==> src/rtl/aes_sched_pkg.sv <==
// +----------------------------------------------------------------------+
// | aes_sched_pkg : shared types and constants for aes_dec_sched          |
// | Rev 1.0                                                               |
// +----------------------------------------------------------------------+
`default_nettype none

package aes_sched_pkg;

  localparam int AES_BLK_W    = 128;
  localparam int KEY_WAIT_DEF = 12;
  localparam int TIMEOUT_DEF  = 64;
  // Wide enough for both KEY_WAIT-1 (<=254) and TIMEOUT-1 (<=1022).
  localparam int CNT_W        = 10;

  typedef enum logic [2:0] {
    S_IDLE  = 3'd0,
    S_KLOAD = 3'd1,
    S_KWAIT = 3'd2,
    S_LOAD  = 3'd3,
    S_BUSY  = 3'd4,
    S_RESP  = 3'd5
  } sched_state_e;

endpackage

`default_nettype wire

==> src/rtl/aes_rr_arb2.sv <==
// +----------------------------------------------------------------------+
// | aes_rr_arb2 : two-way round-robin grant, purely combinational         |
// | Rev 1.0                                                               |
// +----------------------------------------------------------------------+
`default_nettype none

module aes_rr_arb2 (
  input  logic valid0_i,
  input  logic valid1_i,
  input  logic last_i,
  output logic gnt0_o,
  output logic gnt1_o
);

  // last_i=1 means requester 1 was served most recently, so 0 wins a tie.
  always_comb begin
    gnt0_o = valid0_i & (~valid1_i | last_i);
    gnt1_o = valid1_i & (~valid0_i | ~last_i);
  end

endmodule

`default_nettype wire

==> src/rtl/aes_dec_sched.sv <==
// +----------------------------------------------------------------------+
// | aes_dec_sched : two-port scheduler with key cache for one AES decrypt |
// | core. Rev 1.0                                                         |
// +----------------------------------------------------------------------+
`default_nettype none

module aes_dec_sched
  import aes_sched_pkg::*;
#(
  parameter int KEY_WAIT = KEY_WAIT_DEF,
  parameter int TIMEOUT  = TIMEOUT_DEF
) (
  input  logic                 clk,
  input  logic                 rst,
  input  logic                 flush,
  input  logic                 req0_valid,
  input  logic                 req1_valid,
  output logic                 req0_ready,
  output logic                 req1_ready,
  input  logic [AES_BLK_W-1:0] req0_key,
  input  logic [AES_BLK_W-1:0] req1_key,
  input  logic [AES_BLK_W-1:0] req0_data,
  input  logic [AES_BLK_W-1:0] req1_data,
  output logic                 rsp0_valid,
  output logic                 rsp1_valid,
  input  logic                 rsp0_ready,
  input  logic                 rsp1_ready,
  output logic [AES_BLK_W-1:0] rsp_data,
  output logic                 rsp_err,
  output logic                 aes_kld,
  output logic                 aes_ld,
  output logic [AES_BLK_W-1:0] aes_key,
  output logic [AES_BLK_W-1:0] aes_text_in,
  input  logic                 aes_done,
  input  logic [AES_BLK_W-1:0] aes_text_out
);

  localparam logic [CNT_W-1:0] KW_LOAD = CNT_W'(KEY_WAIT - 1);
  localparam logic [CNT_W-1:0] TO_LAST = CNT_W'(TIMEOUT - 1);

  sched_state_e         state_q, state_d;
  logic [CNT_W-1:0]     cnt_q, cnt_d;
  logic [AES_BLK_W-1:0] key_q, key_d;
  logic                 key_vld_q, key_vld_d;
  logic                 last_q, last_d;
  logic                 owner_q, owner_d;
  logic [AES_BLK_W-1:0] aes_key_q, aes_key_d;
  logic [AES_BLK_W-1:0] text_q, text_d;
  logic [AES_BLK_W-1:0] rsp_data_q, rsp_data_d;
  logic                 rsp_err_q, rsp_err_d;
  logic                 kld_q, ld_q, rsp0_vld_q, rsp1_vld_q;

  logic                 gnt0, gnt1, idle, accept;
  logic [AES_BLK_W-1:0] key_sel, data_sel;

  aes_rr_arb2 u_arb (
    .valid0_i (req0_valid),
    .valid1_i (req1_valid),
    .last_i   (last_q),
    .gnt0_o   (gnt0),
    .gnt1_o   (gnt1)
  );

  assign idle       = rst && (state_q == S_IDLE);
  assign accept     = idle && (gnt0 || gnt1);
  assign req0_ready = idle && gnt0;
  assign req1_ready = idle && gnt1;
  assign key_sel    = gnt1 ? req1_key  : req0_key;
  assign data_sel   = gnt1 ? req1_data : req0_data;

  always_comb begin
    state_d    = state_q;
    cnt_d      = cnt_q;
    key_d      = key_q;
    key_vld_d  = key_vld_q;
    last_d     = last_q;
    owner_d    = owner_q;
    aes_key_d  = aes_key_q;
    text_d     = text_q;
    rsp_data_d = rsp_data_q;
    rsp_err_d  = rsp_err_q;
    case (state_q)
      S_IDLE: begin
        if (accept) begin
          owner_d   = gnt1;
          aes_key_d = key_sel;
          text_d    = data_sel;
          state_d   = (key_vld_q && (key_sel == key_q)) ? S_LOAD : S_KLOAD;
        end
      end
      S_KLOAD: begin
        key_d     = aes_key_q;
        key_vld_d = 1'b1;
        cnt_d     = KW_LOAD;
        state_d   = S_KWAIT;
      end
      S_KWAIT: begin
        if (cnt_q == '0) state_d = S_LOAD;
        else             cnt_d   = cnt_q - CNT_W'(1);
      end
      S_LOAD: begin
        cnt_d   = '0;
        state_d = S_BUSY;
      end
      S_BUSY: begin
        if (aes_done) begin
          rsp_data_d = aes_text_out;
          rsp_err_d  = 1'b0;
          state_d    = S_RESP;
        end else if (cnt_q == TO_LAST) begin
          // A hung core may hold a corrupt schedule: force a reload next time.
          rsp_data_d = '0;
          rsp_err_d  = 1'b1;
          key_vld_d  = 1'b0;
          state_d    = S_RESP;
        end else begin
          cnt_d = cnt_q + CNT_W'(1);
        end
      end
      S_RESP: begin
        if (owner_q ? rsp1_ready : rsp0_ready) begin
          last_d  = owner_q;
          state_d = S_IDLE;
        end
      end
      default: state_d = S_IDLE;
    endcase
    if (flush) key_vld_d = 1'b0;
  end

  always_ff @(posedge clk) begin
    if (!rst) begin
      state_q    <= S_IDLE;
      cnt_q      <= '0;
      key_q      <= '0;
      key_vld_q  <= 1'b0;
      last_q     <= 1'b1;
      owner_q    <= 1'b0;
      aes_key_q  <= '0;
      text_q     <= '0;
      rsp_data_q <= '0;
      rsp_err_q  <= 1'b0;
      kld_q      <= 1'b0;
      ld_q       <= 1'b0;
      rsp0_vld_q <= 1'b0;
      rsp1_vld_q <= 1'b0;
    end else begin
      state_q    <= state_d;
      cnt_q      <= cnt_d;
      key_q      <= key_d;
      key_vld_q  <= key_vld_d;
      last_q     <= last_d;
      owner_q    <= owner_d;
      aes_key_q  <= aes_key_d;
      text_q     <= text_d;
      rsp_data_q <= rsp_data_d;
      rsp_err_q  <= rsp_err_d;
      kld_q      <= (state_d == S_KLOAD);
      ld_q       <= (state_d == S_LOAD);
      rsp0_vld_q <= (state_d == S_RESP) && !owner_d;
      rsp1_vld_q <= (state_d == S_RESP) &&  owner_d;
    end
  end

  assign aes_kld     = kld_q;
  assign aes_ld      = ld_q;
  assign aes_key     = aes_key_q;
  assign aes_text_in = text_q;
  assign rsp_data    = rsp_data_q;
  assign rsp_err     = rsp_err_q;
  assign rsp0_valid  = rsp0_vld_q;
  assign rsp1_valid  = rsp1_vld_q;

endmodule

`default_nettype wire

==> config.mk <==
export PLATFORM = sky130hd
export DESIGN_NAME = aes_dec_sched
export DESIGN_NICKNAME = d
export VERILOG_FILES = /design/src/rtl/aes_sched_pkg.sv /design/src/rtl/aes_rr_arb2.sv /design/src/rtl/aes_dec_sched.sv
export SDC_FILE = /design/constraint.sdc
export NUM_CORES = 1
export LEC_CHECK = 0
export ABC_AREA = 1
export BUFFER_PORTS_ARGS = -buffer_cell sky130_fd_sc_hd__buf_2
export CORE_AREA = 10 10 395 397
export DETAILED_ROUTE_END_ITERATION = 16
export DIE_AREA = 0 0 405 407
export PLACE_DENSITY = 0.31
export SLEW_MARGIN = 10
export SYNTH_ARGS = -nofsm -noshare
export SYNTH_HDL_FRONTEND = slang
export SYNTH_SLANG_ARGS = --single-unit
==> constraint.sdc <==
create_clock -name clk -period 3.4 [get_ports clk]
set_input_delay 0.34 -clock clk [delete_from_list [all_inputs] [get_ports clk]]
set_output_delay 0.34 -clock clk [all_outputs]
set_load 0.05 [all_outputs]
==> results.toml, run 1 <==
[outcome]
result_of_the_run = "completed"

[final_layout]
total_area_of_multi_input_combinational_cells_sq_um = 11700
area.growth.synth_to_final_pct = 62.8
final_cells = 7007
final_net_count = 5654
design_area_sq_um = 39400
sequential_cell_area_in_the_final_layout_sq_um = 10700
post_route_cells_drive_above_1_share_pct = 24.3
n_fill_cell = 16600

[drt]
firstDrtPassIters = 5
via_per_inst = 4.22
detailedRoute.firstIterationViolations = 1544
detail_route.wl_per_cell_um = 21.2
vias = 29600
detail_route.drc_violations = 0
detail_route.wirelength_um = 148000
antenna_left = 0

[place]
placed_wire_length_estimate_um = 112000
postPlaceCellArea_sq_um = 31600
dp.cells = 6323
place_congestion = 0.804
port_buffers = 1038

[timing]
setup_viol = 0
final_min_period_over_clock_period_pct = 93.6
setup_tns_ps = 0
final_hold_violating_endpoints = 0
unrepaired_setup_endpoints_after_global_routing = "no"
clock_tree_skew_after_final_layout_ps = 35.9
period_minus_slack_ps = 3180
timing_max_transition_violations_final = 0
timing.max_slew.rel_slack_pct = 23.7
achievable-frequency_mhz = 314
actual_transition_at_the_worst_max_transition_pin_ps = 1140

[die]
num_rows = 141
dieWidth_um = 405
floorplan.initialDensity_pct = 16.4
ios = 1039
coreArea_sq_um = 147000
die_area_sq_um = 165000
die_h_um = 407

[critical_path]
critical_path_required_ps = 4000
critical_path_peak_fanout = 86
rrSetupSlack_ps = 350
worst-r2r-cell-count = 10
critPathCaptureType = "register"
worst_setup_path_start_kind = "input pin"
worst_r2r_endpoint = "aes_text_in[27]"
crit-reg2reg-launch = "last_q"
worstSetupPathType = "input pin to register"
timing.critical_path.arrival_ps = 3790

[clock_tree]
ctsRootBufferMaster = "clkbuf_16"
cts_buffers = 76
htreeDepth = 3
cts.clk_slew.worst_paths_ps = 60
later_pin_clock_latency_in_the_skew_report_ps = 660
tritoncts_num_sinks = 533
cts_tree = "done"
ctsLongestPathBuffers = 3

[logic_synthesis]
postSynth.topFlopCell = "dfxtp_1"
ys_seq_elements = 533
post_synth_instance_area_sq_um = 24200
synth_seq_area_share_pct = 44.1
synth.lib_cells_used.distinct = 32
mappedNetlistNets = 4198
average_cell_area_after_synthesis_sq_um = 6.84
synth.cells.most_frequent = "nand2_1 (1,100), dfxtp_1 (533), o21ai_0 (364)"
yosysWarnings = 0
library_cell_with_the_highest_instance_count_after_synthesis = "nand2_1"
gate_count_after_technology_mapping = 3541
synthDominantAreaCellType = "dfxtp_1"
count_of_flip_flops_with_a_built_in_enable_after_synthesis = 0
synth_top_cells_by_area = "dfxtp_1 (44%), nand2_1 (17%), o21ai_0 (7.5%)"
synthArstFlopShare_pct = 0
yosys.area.top_type_share_pct = 44.1

[worst_hold_path]
worstHoldPathType = "input pin to register"
worstHoldEndpoint = "aes_key[111]"
worst_hold_startpoint = "req1_key[111]"
hold_depth = 5

[global_routing]
via_count_of_the_first_global_routing_pass = 29800
grt_overflow = 0
grt_pass1_wl_um = 210000
grt_start_max_net_pins = 193
grtUsageTotal_pct = 17.0
grt_antenna_before_repair = 48

[power]
leakage_nw = 18.4
ir_drop_mv = 0.376
p_per_area_nw_per_um2 = 529

[job]
max-cap-violations = 0
## report_power, final
part           switching [W]  internal (W)
Sequential          0.000371       0.00682
Clock                0.00337       0.00481
Combinational        0.00363       0.00186
Total                0.00737        0.0135
## how the worst max path moves through the flow
stage	from	endpoint	slack [ps]	depth (start not counted)
finish	rst	aes_text_in[27]	220	10
global route	rst	aes_text_in[27]	0.3	10
CTS	rst	aes_text_in[14]	60	10
detailed placement	req0_valid	aes_kld	160	16
global placement	req0_valid	aes_kld	140	16
floorplan	state_q[0]	cnt_q[7]	990	14
## final cells by class
type	count	share of cell area, %
diodes	20	0.127
clock buffers	118	5.81
clock inverters	20	0.603
inverters	236	2.31
multi-input cells	2526	29.6
flip-flops and latches	533	27.1
well taps	1930	6.12
repair buffers	1624	28.3
## critical path, stage by stage
cell and delay (ps):
dlygate4sd3_1 560, buf_8 250, inv_6 150, nor3_2 410, nand2_2 170, inv_8 450, buf_4 330, o21ai_0 100
a31oi_1 210, dlygate4sd3_1 580
## logic make-up after synthesis
| group | after synthesis | synth area share, % |
|---|---|---|
| and+or+nand+nor | 1613 | 27.2 |
| AOI/OAI and AO/OA | 894 | 20.0 |
| DFF | 533 | 44.1 |
| buffers and inverters | 482 | 7.90 |
| xor gates and xnor gates | 10 | 0.362 |
| adders and majority gates | 9 | 0.496 |
## flip-flops by register name, summed over array words and instances, names as in the netlist, 3 cells and up
name	flops
aes_key	128
aes_text_in	128
key_q	128
rsp_data	128
cnt_q	10
state_q	3
## layer usage
layer	global-route usage [%]	share of wire, %	wire (um)
met2	29.8	49	72800
met3	4.64	7.1	10600
met5	0	0.12	173
met1	20.4	42	61600
met4	4.24	2.2	3250
## stage by stage
step / setup WS, ps / power [W] / hold WS [ps] / util (%)
after CTS: 56.6 / 0.0213 / 1.57 / 26.7
after global placement: 137 / 0.0122 / 445 / 21.4
after detailed placement: 163 / 0.0122 / 450 / 21.4
after floorplan: 989 / 0.0103 / 417 / -
after global routing: 0.275 / 0.0220 / 38.6 / 26.7
final: 217 / 0.0209 / 89.5 / 26.7
## placed cells by master (no fill, tap or decap), drive strengths merged, types with 9 or more instances in the layout
| cell type | synthesis | final |
|---|---|---|
| a21oi | 289 | 289 |
| clkinv | 1 | 18 |
| nand3 | 254 | 254 |
| nand4 | 14 | 14 |
| nor3 | 19 | 19 |
| buf | 51 | 1098 |
| nand3b | 39 | 39 |
| nor2 | 181 | 181 |
| clkbuf | 195 | 118 |
| o21ai | 366 | 366 |
| inv | 235 | 236 |
| xor2 | 9 | 9 |
| dlygate4sd3 | 0 | 526 |
| dfxtp | 533 | 533 |
| diode | 0 | 20 |
| nand2 | 1102 | 1102 |
| a211oi | 27 | 27 |
| a31oi | 197 | 197 |
## what timing repair did
action                                  in CTS  in global routing
endpoints found under the hold margin      350                  0
hold buffers                               526                  0
resized for setup                            0                  1
endpoints found under the setup margin       0                158
buffers inserted                             0                  0
Power figures use the tool's default switching activity.
==> run 2, diff against run 1 <==
- CELL_PAD_IN_SITES_DETAIL_PLACEMENT: unset -> 1
- CELL_PAD_IN_SITES_GLOBAL_PLACEMENT: unset -> 1
- CORE_AREA: 10 10 395 397 -> 10 10 398 400
- DIE_AREA: 0 0 405 407 -> 0 0 408 410
- PLACE_DENSITY: 0.31 -> 0.42
==> run 2 against run 1 <==
Against the previous run:
- final area increased by 0.23%
- count of clock-buffer cells in the layout decreased by 3
- sequential cell count unchanged
- critical path depth unchanged
- maximum frequency increased by 2.6%
- global-route usage increased by 0.99 points
- highest routed layer unchanged
==> results.toml, run 2 (same netlist as run 1, synthesis figures left out) <==
[final_layout]
design_area_sq_um = 39500
layout.core_utilization_pct = 26.2
final_cells = 7101
post_route_cells_drive_above_1_share_pct = 24.2
final_common_cell = "nand2_1"
area.growth.synth_to_final_pct = 63.2
final_net_count = 5646
final_cell_mix = "nand2_1 (1,099), buf_2 (1,035), dfxtp_1 (533), dlygate4sd3_1 (527), o21ai_0 (364)"

[critical_path]
cpLargestDelayFamily = "buffers and inverters"
critical-path-slowest-cell = "dlygate4sd3_1"
worst-r2r-cell-count = 10
worst_r2r_endpoint = "aes_text_in[25]"
worst_setup_path_start_kind = "register"
crit_cells = 10
rrSetupSlack_ps = 300
crit-reg2reg-launch = "last_q"
crit_path_frequent_cell = "nand2_8"
critical_path.n_buffers_inverters = 4
critical_path_peak_fanout = 43
critPathCaptureType = "register"
critical_path_required_ps = 4010
timing.critical_path.arrival_ps = 3710
worstSetupPathType = "register to register"
timing.critical_path.cells = "nand2_8, nand2_8, buf_12, nand2_1, nand2_2, inv_8, buf_4, o21ai_0, a31oi_1, dlygate4sd3_1"
crit_path_max_incr_delay_ps = 580

[place]
port_buffers = 1038
dp.cells = 6411
dp_worst_setup_slack_ps = -95.1
postPlaceCellArea_sq_um = 31600
placed_wire_length_estimate_um = 120000
place_congestion = 0.816

[drt]
detailedRoute.firstIterationViolations = 1259
detail_route.wirelength_um = 159000
detail_route.drc_violations = 0
antenna_left = 0
vias = 30300
firstDrtPassIters = 6
via_per_inst = 4.27
detail_route.wl_per_cell_um = 22.4

[worst_hold_path]
hold_depth = 3
worst_hold_startpoint = "req1_data[117]"
worstHoldPathType = "input pin to register"
worstHoldEndpoint = "aes_text_in[117]"

[die]
num_rows = 143
die_h_um = 410
die_area_sq_um = 167000
dieWidth_um = 408
ios = 1039
coreArea_sq_um = 151000
floorplan.initialDensity_pct = 16.1

[timing]
clock_tree_skew_after_final_layout_ps = 29.2
final_hold_violating_endpoints = 0
actual_transition_at_the_worst_max_transition_pin_ps = 1070
setup_viol = 0
unrepaired_setup_endpoints_after_global_routing = "no"
timing_max_transition_violations_final = 0
layout_setup_ws_ps = 298
period_minus_slack_ps = 3100
final_min_period_over_clock_period_pct = 91.2
timing.max_slew.rel_slack_pct = 29.0
achievable-frequency_mhz = 322

[global_routing]
grtUsageTotal_pct = 18.0
via_count_of_the_first_global_routing_pass = 31900
grt_start_max_net_pins = 172
grt_overflow = 0
grt_antenna_before_repair = 75
grt_pass1_wl_um = 226000

[power]
ir_drop_mv = 0.378
p_per_area_nw_per_um2 = 538
power_frac_comb_pct = 26.1
internal_power_w = 0.0137
switching_power_w = 0.00754
leakage_nw = 18.4
share_clk_of_total_power_pct = 40.1
power.total_w = 0.0213
seq_power_share_pct = 33.9
power.switching_fraction_pct = 35.4

[job]
max-cap-violations = 0

[clock_tree]
ctsLongestPathBuffers = 3
cts_tree = "done"
cts.clk_slew.worst_paths_ps = 60
htreeDepth = 3
tritoncts_num_sinks = 533
ctsRootBufferMaster = "clkbuf_16"
cts_buffers = 78
later_pin_clock_latency_in_the_skew_report_ps = 690
post-cts-setup-buffers = 0

[outcome]
result_of_the_run = "completed"
run 2: cell count changes in the layout (fill, tap and decap cells not counted), sizes merged:
cell / previous run / this run
buf: 1098 / 1086
diode: 20 / 25
bufinv: 2 / 5
clkbuf: 118 / 115
clkinv: 18 / 16
dlygate4sd3: 526 / 527
inv: 236 / 237
nand2: 1102 / 1103
run 2: metrics by stage:
stage	hold WS, ps	TNS [ps]
2_1_floorplan	417	0
3_5_place_dp	449	-102
3_3_place_gp	446	-135
4_1_cts	3.51	0
5_1_grt	23.9	0
6_report	55.2	0
run 2: area by class of cell:
type | instances | area [sq um]
Clock buffer | 115 | 2300
Sequential cell | 533 | 10700
Antenna cell | 25 | 62.6
Fill cell | 18600 | 111000
Tap cell | 2030 | 2540
Clock inverter | 22 | 302
Timing Repair Buffer | 1613 | 11000
Inverter | 236 | 912
Multi-Input combinational cell | 2527 | 11700
run 2: how the worst max path moves through the flow:
stage                    start               to  slack, ps
floorplan           state_q[0]         cnt_q[7]        990
global placement    req0_valid          aes_kld       -140
detailed placement  req0_valid          aes_kld       -100
CTS                     last_q           aes_ld         40
global route            last_q       state_q[1]          4
finish                  last_q  aes_text_in[25]        300
run 2: timing repair:
action | in CTS | in global routing
setup endpoints to repair | 1 | 98
cloned | 0 | 1
hold endpoints to repair | 338 | 0
resized for setup | 1 | 1
hold buffers | 527 | 0
pin swaps | 0 | 1
run 2: power groups by stage:
stage	clock (W)	combinational [W]	sequential (W)
finish	0.00852	0.00554	0.00720
CTS	0.00887	0.00563	0.00721
detailed placement	0	0.00493	0.00733
global route	0.00910	0.00606	0.00727
floorplan	0	0.00182	0.00848
global placement	0	0.00493	0.00733
run 2: layer usage:
metal / share of wire [%] / global-route usage, % / up-vias
met5: 0.13 / 0 / -
met4: 2.8 / 5.69 / 32
met3: 7.2 / 5.33 / 232
met2: 50 / 32.0 / 849
met1: 40 / 20.5 / 14500
li1: - / - / 14700
run 2: worst register-to-register path, cell delays in order, from the launching register on:
cell           delay [ps]
dfxtp_1               360
nand2_8               200
nand2_8               180
buf_12                230
nand2_1               200
nand2_2               120
inv_8                 290
buf_4                 520
o21ai_0               160
a31oi_1               210
dlygate4sd3_1         580
==> run 3, diff against run 2 <==
- BUFFER_PORTS_ARGS: -buffer_cell sky130_fd_sc_hd__buf_2 -> unset
- CORE_AREA: 10 10 398 400 -> 2 2 407 409
- DIE_AREA: 0 0 408 410 -> 0 0 409 411
- DONT_BUFFER_PORTS: unset -> 1
- PLACE_DENSITY: 0.42 -> 0.3
- SYNTH_HIERARCHICAL: unset -> 1
==> run 3 against run 2 <==
Against the previous run:
- first-iteration DRC count down 24%
- non-clock buffer count fell by 918
- critical endpoint is now aes_text_in[18]
- via count fell by 14%
- clock skew down 4.4 ps
- global-route usage shrank 2.0 points
- power decreased by 3.9%
- sequential power is 20% higher
==> results.toml, run 3 <==
[worst_hold_path]
worstHoldPathType = "input pin to register"

[logic_synthesis]
ys_seq_elements = 533
yosys.area.top_type_share_pct = 44.7
synth.cells.most_frequent = "nand2_1 (1,119), dfxtp_1 (533), o21ai_0 (409)"
synth_seq_area_share_pct = 44.7
library_cell_with_the_highest_instance_count_after_synthesis = "nand2_1"
post_synth_instance_area_sq_um = 23900
synthDominantAreaCellType = "dfxtp_1"
gate_count_after_technology_mapping = 3423
postSynth.topFlopCell = "dfxtp_1"
synth_top_cells_by_area = "dfxtp_1 (45%), nand2_1 (18%), o21ai_0 (8.6%)"
synth.lib_cells_used.distinct = 36
yosysWarnings = 6
mappedNetlistNets = 4080
count_of_flip_flops_with_a_built_in_enable_after_synthesis = 0
average_cell_area_after_synthesis_sq_um = 6.97
synthArstFlopShare_pct = 0

[clock_tree]
cts.clk_slew.worst_paths_ps = 50
tritoncts_num_sinks = 533
htreeDepth = 3
later_pin_clock_latency_in_the_skew_report_ps = 670
cts_buffers = 79
ctsLongestPathBuffers = 3
ctsRootBufferMaster = "clkbuf_16"
cts_tree = "done"

[place]
place_congestion = 0.774
dp.cells = 5438
dp_worst_setup_slack_ps = -98.2
port_buffers = 0
placed_wire_length_estimate_um = 102000

[global_routing]
grt_pass1_wl_um = 200000
grt_start_max_net_pins = 216
via_count_of_the_first_global_routing_pass = 27800
grt_overflow = 0
grt_antenna_before_repair = 32
grtUsageTotal_pct = 16.0

[drt]
via_per_inst = 4.16
detail_route.drc_violations = 0
antenna_left = 0
detail_route.wirelength_um = 140000
vias = 25900
detailedRoute.firstIterationViolations = 961
detail_route.wl_per_cell_um = 22.5
firstDrtPassIters = 5

[critical_path]
rrSetupSlack_ps = 370
worst_setup_path_start_kind = "register"
critical_path_peak_fanout = 65
critPathCaptureType = "register"
timing.critical_path.arrival_ps = 3640
critical_path_required_ps = 4010
worstSetupPathType = "register to register"

[die]
die_area_sq_um = 168000
ios = 1039
num_rows = 149
coreArea_sq_um = 164000
floorplan.initialDensity_pct = 14.6
dieWidth_um = 409
die_h_um = 411

[timing]
worst_hold_slack_ps = 71.0
setup_viol = 0
final_min_period_over_clock_period_pct = 89.1
setup_tns_ps = 0
clock_tree_skew_after_final_layout_ps = 24.8
period_minus_slack_ps = 3030
actual_transition_at_the_worst_max_transition_pin_ps = 1170
timing_max_transition_violations_final = 0
final_hold_violating_endpoints = 0
achievable-frequency_mhz = 330
unrepaired_setup_endpoints_after_global_routing = "no"
layout_setup_ws_ps = 371
timing.max_slew.rel_slack_pct = 21.9

[final_layout]
final_net_count = 4626
layout.core_utilization_pct = 21.5
final_cell_mix = "nand2_1 (1,112), dlygate4sd3_1 (634), dfxtp_1 (533), o21ai_0 (409), a21oi_1 (272)"
post_route_cells_drive_above_1_share_pct = 5.21
n_fill_cell = 19500
final_common_cell = "nand2_1"
final_cells = 6231
area.growth.synth_to_final_pct = 47.9

[power]
ir_drop_mv = 0.315
leakage_nw = 13.8
p_per_area_nw_per_um2 = 579

[job]
max-cap-violations = 0

[outcome]
result_of_the_run = "completed"
## run 3: cell count changes after synthesis, moves of 14 or more
cell      delta
xor2_1      +19
nor2_1      -31
nand4_1     +20
nand3b_1    -38
a211oi_1    -24
a21oi_1     -17
inv_1       -39
nand2_1     +19
clkbuf_1    -29
o21ai_0     +45
o211ai_1    +14
a31oi_1     +35
nand3_1     -98
## run 3: worst paths after layout
kind / startpoint / end / depth (start not counted)
worst max-delay path: state_q[1] / aes_text_in[18] / 9
worst min-delay path: req0_key[40] / aes_key[40] / 4
worst max register to register: state_q[1] / aes_text_in[18] / 9
worst min register to register: cnt_q[9] / cnt_q[9] / 2
## run 3: where the power goes
part / switching (W) / internal [W] / total (W)
clock: 0.00350 / 0.00484 / 0.00833
sequential: 0.00185 / 0.00682 / 0.00867
combinational: 0.00195 / 0.00148 / 0.00344
## run 3: metrics by stage
stage          power, W  instance area [sq um]
6_report         0.0204                  35300
5_1_grt          0.0217                  35300
4_1_cts          0.0210                  35100
3_5_place_dp     0.0114                  26200
3_3_place_gp     0.0114                  26200
2_1_floorplan    0.0103                  23900
## run 3: logic make-up (layout without fill, tap and decap cells)
| family | count (synthesis) | count (layout) | share of synthesized area (%) |
|---|---|---|---|
| and+or+nand+nor | 1477 | 1477 | 24.6 |
| AOI/OAI and AO/OA | 950 | 950 | 21.5 |
| DFF | 533 | 533 | 44.7 |
| buffers and inverters | 425 | 1029 | 7.52 |
| xor gates and xnor gates | 29 | 29 | 1.10 |
| adders and majority gates | 9 | 9 | 0.504 |
| other | 0 | 15 | 0 |
## run 3: repair_timing
item,CTS,global route
hold buffers,634,1
cloned,0,1
hold endpoints to repair,454,1
resized for setup,5,9
endpoints found under the setup margin,2,69
pin swaps,0,1
setup buffers,0,3
## run 3: final cells by class
cell class | count | area [sq um] | area share, %
Multi-Input combinational cell | 2465 | 11400 | 32.4
Timing Repair Buffer | 695 | 7060 | 20.0
Sequential cell | 533 | 10700 | 30.2
Antenna cell | 15 | 37.5 | 0.106
Inverter | 195 | 759 | 2.15
Clock buffer | 116 | 2290 | 6.48
Clock inverter | 23 | 287 | 0.812
Tap cell | 2189 | 2740 | 7.76
## run 3: worst max-delay path: stages (launching register included)
cell,delay [ps]
dfxtp_1,360
nor2_1,220
nand3_1,280
a21oi_4,230
buf_12,190
buf_12,260
buf_4,410
o21ai_0,140
a31oi_1,200
dlygate4sd3_1,570
## run 3: metal layers
| metal | vias up | global-route usage, % | part of all wire [%] |
|---|---|---|---|
| li1 | 12600 | - | - |
| met1 | 12500 | 18.9 | 41 |
| met2 | 679 | 27.8 | 49 |
| met3 | 164 | 4.92 | 7.0 |
| met4 | 26 | 4.81 | 2.4 |
| met5 | - | 0 | 0.12 |
